--- src/rtl/audio_tx_pkg.sv ---
// Shared types for the multi-channel audio serializer.
// Covers the serial frame format and the controller state.
package audio_tx_pkg;

    typedef enum logic {MODE_I2S, MODE_LJ} tx_mode_e;
    typedef enum logic {S_IDLE, S_RUN} tx_state_e;

endpackage

--- src/rtl/slot_shift_reg.sv ---
// Slot-wide load/shift register driving the serial data pin MSB first.
// A load takes priority over a shift.
module slot_shift_reg #(
    parameter int W = 32
) (
    input  logic         clk_i,
    input  logic         rst_ni,
    input  logic         load,
    input  logic         shift,
    input  logic [W-1:0] din,
    output logic         msb
);

    logic [W-1:0] q;

    always_ff @(posedge clk_i or negedge rst_ni) begin
        if (!rst_ni)
            q <= '0;
        else if (load)
            q <= din;
        else if (shift)
            q <= {q[W-2:0], 1'b0};
    end

    assign msb = q[W-1];

endmodule

--- src/rtl/audio_piso_tx.sv ---
// Multi-channel I2S / left-justified serializer with a one-frame holding buffer.
// state | meaning: S_IDLE | outputs parked, waiting for en & full buffer on a tick; S_RUN | shifting a frame out.
module audio_piso_tx
    import audio_tx_pkg::*;
#(
    parameter int WD     = 24,
    parameter int SLOT_W = 32,
    parameter int NCH    = 2
) (
    input  logic            clk_i,
    input  logic            rst_ni,
    input  logic            en_i,
    input  logic            mode_i,
    input  logic            bit_tick_i,
    input  logic            pdata_valid_i,
    output logic            pdata_ready_o,
    input  logic [NCH*WD-1:0] pdata_i,
    output logic            sdata_o,
    output logic            lrck_o,
    output logic            frame_start_o,
    output logic            underrun_o
);

    localparam int BW = $clog2(SLOT_W);
    localparam int CW = $clog2(NCH);
    localparam int FW = NCH * WD;

    tx_state_e   state_q, state_d;
    tx_mode_e    mode_q, mode_d;
    logic [FW-1:0] buf_q, buf_d, frame_q, frame_d;
    logic        full_q, full_d;
    logic [BW-1:0] bit_cnt_q, bit_cnt_d;
    logic [CW-1:0] ch_cnt_q, ch_cnt_d;
    logic        lrck_q, lrck_d, fs_q, fs_d, ur_q, ur_d;

    logic        accept, last_bit, start;
    logic        sr_load, sr_shift;
    logic [WD-1:0] sample;
    logic [SLOT_W-1:0] lj_word, sr_din;

    assign accept = pdata_valid_i && !full_q;

    always_ff @(posedge clk_i or negedge rst_ni) begin
        if (!rst_ni)
            state_q <= S_IDLE;
        else
            state_q <= state_d;
    end

    always_comb begin
        state_d   = state_q;
        mode_d    = mode_q;
        buf_d     = buf_q;
        full_d    = full_q;
        frame_d   = frame_q;
        bit_cnt_d = bit_cnt_q;
        ch_cnt_d  = ch_cnt_q;
        lrck_d    = lrck_q;
        fs_d      = 1'b0;
        ur_d      = 1'b0;
        sr_load   = 1'b0;
        sr_shift  = 1'b0;
        sample    = '0;

        last_bit = (bit_cnt_q == BW'(SLOT_W - 1)) && (ch_cnt_q == CW'(NCH - 1));
        start    = bit_tick_i && en_i && ((state_q == S_IDLE) ? full_q : last_bit);

        if (start) begin
            // An empty buffer still starts a frame on time, just with silence.
            state_d   = S_RUN;
            mode_d    = tx_mode_e'(mode_i);
            bit_cnt_d = '0;
            ch_cnt_d  = '0;
            frame_d   = full_q ? buf_q : '0;
            full_d    = 1'b0;
            fs_d      = 1'b1;
            ur_d      = !full_q;
            sample    = frame_d[WD-1:0];
            sr_load   = 1'b1;
            lrck_d    = (mode_d == MODE_LJ);
        end else if (bit_tick_i && state_q == S_RUN) begin
            if (last_bit) begin
                state_d   = S_IDLE;
                bit_cnt_d = '0;
                ch_cnt_d  = '0;
                sr_load   = 1'b1;
                lrck_d    = (mode_q == MODE_LJ);
            end else if (bit_cnt_q == BW'(SLOT_W - 1)) begin
                bit_cnt_d = '0;
                ch_cnt_d  = ch_cnt_q + CW'(1);
                sample    = frame_q[int'(ch_cnt_d)*WD +: WD];
                sr_load   = 1'b1;
                lrck_d    = (ch_cnt_d >= CW'(NCH / 2)) ^ (mode_q == MODE_LJ);
            end else begin
                bit_cnt_d = bit_cnt_q + BW'(1);
                sr_shift  = 1'b1;
            end
        end

        // Accept only happens with the buffer empty, so it never collides with a transfer.
        if (accept) begin
            full_d = 1'b1;
            buf_d  = pdata_i;
        end

        lj_word = SLOT_W'(sample) << (SLOT_W - WD);
        sr_din  = (mode_d == MODE_I2S) ? (lj_word >> 1) : lj_word;
    end

    always_ff @(posedge clk_i or negedge rst_ni) begin
        if (!rst_ni) begin
            mode_q    <= MODE_I2S;
            buf_q     <= '0;
            full_q    <= 1'b0;
            frame_q   <= '0;
            bit_cnt_q <= '0;
            ch_cnt_q  <= '0;
            lrck_q    <= 1'b0;
            fs_q      <= 1'b0;
            ur_q      <= 1'b0;
        end else begin
            mode_q    <= mode_d;
            buf_q     <= buf_d;
            full_q    <= full_d;
            frame_q   <= frame_d;
            bit_cnt_q <= bit_cnt_d;
            ch_cnt_q  <= ch_cnt_d;
            lrck_q    <= lrck_d;
            fs_q      <= fs_d;
            ur_q      <= ur_d;
        end
    end

    slot_shift_reg #(.W(SLOT_W)) u_shift (
        .clk_i  (clk_i),
        .rst_ni (rst_ni),
        .load   (sr_load),
        .shift  (sr_shift),
        .din    (sr_din),
        .msb    (sdata_o)
    );

    assign pdata_ready_o = !full_q;
    assign lrck_o        = lrck_q;
    assign frame_start_o = fs_q;
    assign underrun_o    = ur_q;

endmodule
--- config.mk ---
export PLATFORM = sky130hd
export DESIGN_NAME = audio_piso_tx
export DESIGN_NICKNAME = d
export VERILOG_FILES = /design/src/rtl/audio_tx_pkg.sv /design/src/rtl/slot_shift_reg.sv /design/src/rtl/audio_piso_tx.sv
export SDC_FILE = /design/constraint.sdc
export NUM_CORES = 1
export LEC_CHECK = 0
export CAP_MARGIN = 15
export CORE_UTILIZATION = 40
export CTS_CLUSTER_DIAMETER = 200
export CTS_CLUSTER_SIZE = 14
export DETAILED_ROUTE_END_ITERATION = 16
export GPL_TIMING_DRIVEN = 1
export PLACE_DENSITY_LB_ADDON = 0.05
export SYNTH_ARGS = -nofsm -noshare
export SYNTH_HDL_FRONTEND = slang
export SYNTH_HIERARCHICAL = 1
export SYNTH_SLANG_ARGS = --single-unit
--- constraint.sdc ---
create_clock -name clk_i -period 2.8 [get_ports clk_i]
set_input_delay 0.42 -clock clk_i [delete_from_list [all_inputs] [get_ports clk_i]]
set_output_delay 0.42 -clock clk_i [all_outputs]
set_load 0.1 [all_outputs]
After elaboration in Yosys (flattened, before gate mapping):

Cells that the tools add are included.

* flip-flop bits (word level): 140
* word-level logic and storage cells: 68

* shifts and indexed selects: 1
* equality and inequality tests: 1
* multiplexer cells: 37
* reductions and logical operators: 13
* $lt $le $gt $ge: 1
* multiply operators: 1
* bitwise gates (word level): 1
* add/subtract/negate cells: 2

Operators with widths (count)
* 24-bit two-way mux: 4
* 32-bit two-way mux: 3
* 48-bit two-way mux: 1
* 48-bit by 7-bit indexed part select with 24-bit output: 1
* 1-bit two-way mux: 25
* 5-bit two-way mux: 4
* 2-bit nonzero test: 4
* 5-bit by 1-bit adder with 5-bit output (second input constant): 1
* 5-bit == test (second input constant): 1
* 1-bit logical AND: 5
* 2-bit AND reduction: 2
* 1-bit by 2-bit multiplier with 3-bit output (second input constant): 1
* 3-bit nonzero test: 1
* 1-bit adder (second input constant): 1
* 1-bit >= comparator (second input constant): 1
* 1-bit logical NOT: 1
* 1-bit bitwise XOR: 1

Logic depth before layout (Yosys ltp):

Gate-level depths: netlist of the first run.

* word-level depth: 9
* gate-level depth with buffers: 12
* depth with buffers taken out: 10

Modules after synthesis:

Netlist of the first run, hierarchy kept.

By module, submodules not included
* audio_piso_tx: area each 4932.2 um^2, sequential area each 2702.6 um^2, cells each 439, instances 1
* slot_shift_reg: area each 1512.7 um^2, sequential area each 800.8 um^2, cells each 139, instances 1

Worst setup path before layout of the first run:

Ideal clock, no wire load.

* path type: reg2reg
* start: register bit_cnt_q[0]
* end: register u_shift.q[13]
* arrival time: 2.234 ns
* cell stages (with the launch flop): 13
* setup slack: 0.434 ns
* path buffers: 2
* data required time: 2.668 ns
* library setup time: 0.132 ns
* cells stage by stage: dfrtp_1 > ha_1 > and3_1 > ha_1 > and3_4 > o21bai_4 > inv_2 > mux2_4 > buf_6 > buf_6 > mux2i_1 > nand2_1 > o21ai_1

* longest elaborated chain between the ends: 7
* elaborated cells between the ends (all ways): 20
* those cells by class: 1 x eq/ne; 16 x mux; 3 x reduce/logical

RTL lines
* start: declaration: RTL line audio_piso_tx.sv:32 `logic [BW-1:0] bit_cnt_q, bit_cnt_d;`
* start signal: assignment: RTL line audio_piso_tx.sv:126 `bit_cnt_q <= bit_cnt_d;`
* 5-bit == test (*): RTL line audio_piso_tx.sv:65, audio_piso_tx.sv:88
* 24-bit two-way mux / 1-bit logical AND (equally long branches): RTL line audio_piso_tx.sv:88, audio_piso_tx.sv:65
* 24-bit two-way mux / 1-bit two-way mux (equally long branches): RTL line audio_piso_tx.sv:82, audio_piso_tx.sv:66
* 24-bit two-way mux / 1-bit logical AND (equally long branches): RTL line audio_piso_tx.sv:81, audio_piso_tx.sv:66
* 24-bit two-way mux / 1-bit two-way mux (equally long branches): RTL line audio_piso_tx.sv:68 `if (start) begin`
* 32-bit two-way mux (*): RTL line audio_piso_tx.sv:107 `sr_din = (mode_d == MODE_I2S) ? (lj_word >> 1) : lj_word;`
* via sr_din[13]: RTL line audio_piso_tx.sv:39 `logic [SLOT_W-1:0] lj_word, sr_din;`
* 32-bit two-way mux (*): RTL line slot_shift_reg.sv:19 `else if (load)`
* end signal: assignment: RTL line slot_shift_reg.sv:20 `q <= din;`
* end signal: assignment: RTL line slot_shift_reg.sv:22 `q <= {q[W-2:0], 1'b0};`
* end: declaration: RTL line slot_shift_reg.sv:14 `logic [W-1:0] q;`

Mark *: on every way through the listed nets, which the timed path passes. The rest lies on a longest branch.
A chain may end at the register's enable or synchronous reset.

Final worst setup path of the first run:

* start: register bit_cnt_q[0]
* end: register u_shift.q[15]

The elaborated chain is that of the path after synthesis.

==> impl_metrics.py, run 1 <==
metrics = {
    "sta": {
        "period_needed_ps": 2480,
        "clock.fmax_ghz": 0.403,
        "slew_headroom_pct": 56.5,
        "fin_crit_sh_pct": 88.7,
        "setup_viol": 0,
        "whs_ps": -17.7,
        "rsz0062_at_grt": "no",
        "finalHoldViolations": 6,
        "worst_pin_slew_ps": 653,
        "skew_ps": 7.13,
        "fin_setup_tns_ps": 0,
        "finalMaxSlewViolations": 0,
    },
    "placement": {
        "dp_hpwl_um": 8770,
        "placedCellCount": 824,
        "gp_congestion": 0.724,
        "portBuffers": 58,
        "place_area_um2": 7230,
    },
    "clock_network": {
        "cts-htree-levels": 4,
        "cts_tree": "yes",
        "cts_buffer_depth": 2,
        "cts_resized": 0,
        "hold_buffers": 0,
        "cts_sinks": 140,
        "post_cts_buffers": 0,
        "cts-root-buf": "clkbuf_16",
        "numCtsBuffers": 17,
        "clkTransAtPathRegs_ps": 60,
        "clk_latency_ps": 410,
    },
    "min_path": {
        "hp-class": "primary input to async pin",
    },
    "logic_synthesis": {
        "yosys_warnings": 6,
        "yosys.area.top_type": "dfrtp_1",
        "synth_seq_area_share_pct": 54.4,
        "ys_ff_latch": 140,
        "synth_ff_type": "dfrtp_1",
        "synthTopCellsByCount": "140 x dfrtp_1, 68 x nand2_1, 55 x mux2i_1, 48 x mux2_2, 32 x nand3_1",
        "synthesis.area_um2": 6440,
        "async_reset_ff_share_pct": 100,
        "synth_area_leaders": "dfrtp_1 54%, mux2i_1 8.5%, mux2_2 8.4%, nand2_1 4.0%, a22o_1 3.3%",
        "ys_types": 35,
        "synth_top_area_share_pct": 54.4,
        "synth_edf_count": 0,
        "yosysMostFrequentCell": "dfrtp_1",
        "avgSynthCellArea_um2": 11.2,
        "postSynthCellCount": 578,
    },
    "detailed_routing": {
        "drc_errors": 0,
        "wl_um": 13700,
        "via_per_inst": 5.06,
        "wl_per_cell_um": 16.0,
        "antenna_left": 0,
        "vias": 4340,
        "dr.pass1.iters": 5,
        "drt_iter0_drc": 231,
    },
    "die": {
        "die_w_um": 129,
        "num_rows": 46,
        "start_util_pct": 40.7,
        "chipHeight_um": 129,
        "fp.coreArea_um2": 15800,
        "pin_count": 59,
        "dieArea_um2": 16600,
    },
    "outcome": {
        "violations": "hold timing",
        "status": "finished with violations",
    },
    "layout": {
        "diodes": 0,
        "layout.nets": 685,
        "area_growth_pct": 21.3,
        "design_area_um2": 7820,
        "nFillCells": 1464,
        "drive_gt1_share_pct": 16.5,
        "fin_cells": 857,
    },
    "critical_path": {
        "cp_cell_sequence": "ha_1 > and3_1 > ha_1 > and3_4 > o21bai_4 > inv_2 > mux2_4 > mux2i_1 > nand2_1 > o21ai_1",
        "r2r-start": "bit_cnt_q[0]",
        "critPathMaxFanout": 25,
        "crit_slowest_cell": "mux2_4",
        "r2r-end": "u_shift/q[15]",
        "critPathTopFamily": "multiplexers",
        "slowest_delay_ps": 480,
        "rrSetupSlack_ps": 320,
        "path_class": "register to register",
        "end_kind": "register",
        "worst_ep_required_time_ps": 3140,
        "path_buf_inv": 1,
        "crit_path_frequent_cell": "ha_1",
        "worstPathArrival_ps": 2820,
        "crit_path_start_kind": "register",
        "r2r_cells": 10,
    },
    "global_routing": {
        "grt_pass1_wl_um": 23300,
        "antenna_found_initial": 0,
        "grt_max_degree": 68,
        "overflow": 0,
        "grt_pass1_vias": 4338,
        "grt.total_usage_pct": 18.3,
    },
    "power_and_ir_drop": {
        "ir_drop_uv": 439,
        "p_leak_nw": 3.34,
        "p_per_area_nw_per_um2": 958,
    },
    "flow_run": {
        "cap_violations": 0,
    },
}
==> layout by cell type, fill, tap and decap left out, types with 2 or more instances in the layout <==
cell             netlist  final
dfrtp_1              140    140
clkbuf_16              0     17
o22ai_1               24     24
nor2_1                 6      6
a21oi_1                5      4
mux2i_1               55     55
clkinvlp_4             0      5
conb_1                 1      7
a22oi_1               25     25
inv_1                 26     26
clkbuf_8               0      2
clkbuf_1              19      3
mux2_2                48     48
buf_6                  4      2
a22o_1                24     24
o21ai_0               31     30
nand3_1               32     32
clkinv_2               0      2
nand2_1               68     68
buf_12                 3      5
o21ai_2                2      2
bufinv_16              0      2
ha_1                   3      3
buf_4                  1     12
o21ai_1               28     28
clkdlybuf4s50_1        0     52
==> worst max-delay path by stage <==
stage / startpoint / end / depth (start not counted)
4_1_cts: bit_cnt_q[0] / u_shift/q[15] / 9
2_1_floorplan: bit_cnt_q[0] / u_shift/q[13] / 12
3_5_place_dp: bit_cnt_q[0] / u_shift/q[15] / 9
6_report: bit_cnt_q[0] / u_shift/q[15] / 10
3_3_place_gp: bit_cnt_q[0] / u_shift/q[29] / 9
5_1_grt: bit_cnt_q[0] / u_shift/q[26] / 10
==> report_power, final <==
part           total, mW  internal [mW]  switching, mW
registers           3.46           2.93          0.529
clock network       2.20           1.36          0.840
logic               1.83          0.943          0.892
==> kinds of logic (layout without fill, tap and decap cells) <==
group,count (synthesis),after routing,synth area share (%)
AO/OA/AOI/OAI,142,142,14.3
XOR/XNOR,2,2,0.272
adder cells (fa/ha/maj),3,3,0.582
buffers and inverters,73,130,5.75
flip-flops,140,140,54.4
multiplexers,104,104,17.2
other,1,7,0.0582
AND/OR/NAND/NOR,113,113,7.55
==> metrics by stage <==
step | hold slack (ps) | util [%] | power (mW) | worst slack (ps)
after floorplan | 124 | - | 4.83 | 434
after global placement | 459 | 45.7 | 5.29 | 135
after detailed placement | 464 | 45.7 | 5.35 | 76.6
after CTS | 16.3 | 49.3 | 7.59 | 58.2
after global routing | 41.3 | 49.4 | 7.98 | 150
final | -17.7 | 49.4 | 7.49 | 316
==> layer usage <==
metal | global-route usage (%) | wire length [µm] | vias to the layer above
li1 | - | - | 2142
met1 | 27.3 | 7110 | 2096
met2 | 25.9 | 5820 | 87
met3 | 4.66 | 665 | 15
met4 | 5.61 | 150 | 0
met5 | 0 | 0 | -
==> area by class of cell <==
type	instances	area (µm²)	area share, %
Clock buffer	22	464	5.94
Clock inverter	10	116	1.49
Sequential cell	140	3500	44.8
Tap cell	216	270	3.46
Multi-Input combinational cell	371	2630	33.6
Timing Repair Buffer	71	733	9.38
Inverter	27	101	1.30
==> flip-flops by register name, indices dropped and copies added (netlist names) <==
| name | cells |
|---|---|
| bit_cnt_q | 5 |
| buf_q | 48 |
| ch_cnt_q | 1 |
| frame_q | 48 |
| frame_start_o | 1 |
| full_q | 1 |
| lrck_o | 1 |
| mode_q | 1 |
| state_q | 1 |
| u_shift/q | 32 |
| underrun_o | 1 |
No activity file was read; power rests on OpenSTA's default activity.
==> inputs of run 2 (changes only) <==
--- a/config.mk
+++ b/config.mk
@@ -5,6 +5,7 @@
 export SDC_FILE = /design/constraint.sdc
 export NUM_CORES = 1
 export LEC_CHECK = 0
+export ABC_CLOCK_PERIOD_IN_PS = 2800
 export CAP_MARGIN = 15
 export CORE_UTILIZATION = 40
 export CTS_CLUSTER_DIAMETER = 200
==> results of run 2 <==
No change in the layout: final DEF, timing and power equal those of run 1.
==> inputs of run 3 (changes only) <==
--- a/config.mk
+++ b/config.mk
@@ -5,7 +5,7 @@
 export SDC_FILE = /design/constraint.sdc
 export NUM_CORES = 1
 export LEC_CHECK = 0
-export ABC_CLOCK_PERIOD_IN_PS = 2800
+export ABC_CLOCK_PERIOD_IN_PS = 3200
 export CAP_MARGIN = 15
 export CORE_UTILIZATION = 40
 export CTS_CLUSTER_DIAMETER = 200
==> constraint.sdc (replaced) <==
create_clock -name clk_i -period 3.2 [get_ports clk_i]
set_input_delay 0.48 -clock clk_i [delete_from_list [all_inputs] [get_ports clk_i]]
set_output_delay 0.48 -clock clk_i [all_outputs]
set_load 0.1 [all_outputs]
==> impl_metrics.py, run 3 (synthesis gave the netlist of run 1 again) <==
metrics = {
    "clock_network": {
        "post_cts_buffers": 0,
        "hold_buffers": 0,
        "clk_latency_ps": 420,
        "numCtsBuffers": 17,
        "cts-root-buf": "clkbuf_16",
        "clkTransAtPathRegs_ps": 60,
        "cts_buffer_depth": 2,
        "cts_tree": "yes",
        "cts-htree-levels": 4,
        "cts_sinks": 140,
        "cts_resized": 0,
    },
    "min_path": {
        "hp-class": "primary input to async pin",
    },
    "placement": {
        "portBuffers": 58,
        "gp_congestion": 0.734,
        "place_area_um2": 7200,
        "placedCellCount": 826,
        "dp_hpwl_um": 9020,
    },
    "critical_path": {
        "worst_ep_required_time_ps": 3490,
        "cp_cell_sequence": "ha_1 > and3_1 > ha_1 > and3_4 > o21bai_4 > buf_4 > o21ai_4 > buf_4 > nand2_1 > o21ai_0",
        "end_kind": "register",
        "rrSetupSlack_ps": 620,
        "crit_path_start_kind": "register",
        "worst-path-stages": 10,
        "critPathMaxFanout": 31,
        "r2r-start": "bit_cnt_q[0]",
        "crit_start": "bit_cnt_q[0]",
        "path_buf_inv": 2,
        "slowest_delay_ps": 400,
        "worstPathArrival_ps": 2870,
        "critPathTopFamily": "buffers and inverters",
        "r2r-end": "u_shift/q[31]",
        "r2r_cells": 10,
        "path_class": "register to register",
        "endpoint": "u_shift/q[31]",
        "crit_slowest_cell": "dfrtp_1",
    },
    "global_routing": {
        "antenna_found_initial": 0,
        "overflow": 0,
        "grt.total_usage_pct": 19.3,
        "grt_max_degree": 65,
        "grt_pass1_wl_um": 24200,
        "grt_pass1_vias": 4509,
    },
    "sta": {
        "setup_viol": 0,
        "fin_setup_tns_ps": 0,
        "period_needed_ps": 2580,
        "skew_ps": 4.82,
        "fin_crit_sh_pct": 80.5,
        "finalMaxSlewViolations": 0,
        "slew_headroom_pct": 34.7,
        "worst_pin_slew_ps": 977,
        "finalHoldViolations": 0,
        "whs_ps": 38.7,
        "clock.fmax_ghz": 0.388,
        "rsz0062_at_grt": "no",
    },
    "detailed_routing": {
        "wl_per_cell_um": 16.7,
        "antenna_left": 0,
        "via_per_inst": 5.16,
        "vias": 4425,
        "wl_um": 14400,
        "dr.pass1.iters": 4,
        "drt_iter0_drc": 291,
        "drc_errors": 0,
    },
    "die": {
        "die_w_um": 129,
        "fp.coreArea_um2": 15800,
        "pin_count": 59,
        "chipHeight_um": 129,
        "num_rows": 46,
        "start_util_pct": 40.7,
        "dieArea_um2": 16600,
    },
    "layout": {
        "final_cell_mix": "140 x dfrtp_1, 68 x nand2_1, 55 x mux2i_1, 54 x clkdlybuf4s50_1, 48 x mux2_2",
        "layout.nets": 686,
        "design_area_um2": 7800,
        "area_growth_pct": 21.1,
        "fin_cells": 858,
        "drive_gt1_share_pct": 16.8,
        "diodes": 0,
        "layout_commonest_cell": "dfrtp_1",
        "nFillCells": 1446,
        "largestRegisters": "buf_q: 48 flops, frame_q: 48 flops, u_shift/q: 32 flops",
    },
    "power_and_ir_drop": {
        "ir_drop_uv": 416,
        "p_total_mw": 6.65,
        "p_per_area_nw_per_um2": 852,
        "p_leak_nw": 3.35,
    },
    "flow_run": {
        "cap_violations": 0,
    },
    "outcome": {
        "status": "finished clean",
    },
}
==> run 3: cell type report <==
class	count	area, µm²	area share (%)
Clock buffer	18	439	5.63
Clock inverter	14	170	2.18
Inverter	27	101	1.30
Multi-Input combinational cell	371	2630	33.7
Sequential cell	140	3500	44.9
Tap cell	216	270	3.46
Timing Repair Buffer	72	692	8.87
==> run 3: worst min path at each step <==
stage / startpoint / endpoint / slack, ps
2_1_floorplan: rst_ni / bit_cnt_q[0] / 180
3_3_place_gp: frame_q[15] / frame_q[15] / 490
3_5_place_dp: frame_q[22] / frame_q[22] / 490
4_1_cts: rst_ni / ch_cnt_q / 80
5_1_grt: rst_ni / bit_cnt_q[3] / 90
6_report: rst_ni / ch_cnt_q / 40
==> run 3: report_power, final <==
part | internal (mW) | switching (mW) | total (mW)
Sequential | 2.56 | 0.468 | 3.03
Clock | 1.25 | 0.768 | 2.01
Combinational | 0.818 | 0.788 | 1.61
Total | 4.63 | 2.02 | 6.65
==> run 3: per-stage QoR <==
| step | utilization [%] | setup WS, ps |
|---|---|---|
| global placement | 45.5 | 672 |
| detailed placement | 45.5 | 617 |
| global route | 49.3 | 405 |
| finish | 49.3 | 623 |
| floorplan | - | 834 |
| CTS | 49.3 | 591 |
==> run 3: per-layer routing <==
layer	track usage [%]	up-vias	part of all wire [%]
li1	-	2139	-
met1	28.2	2183	52
met2	27.6	87	43
met3	5.36	16	4.0
met4	5.88	0	1.2
met5	0	-	0
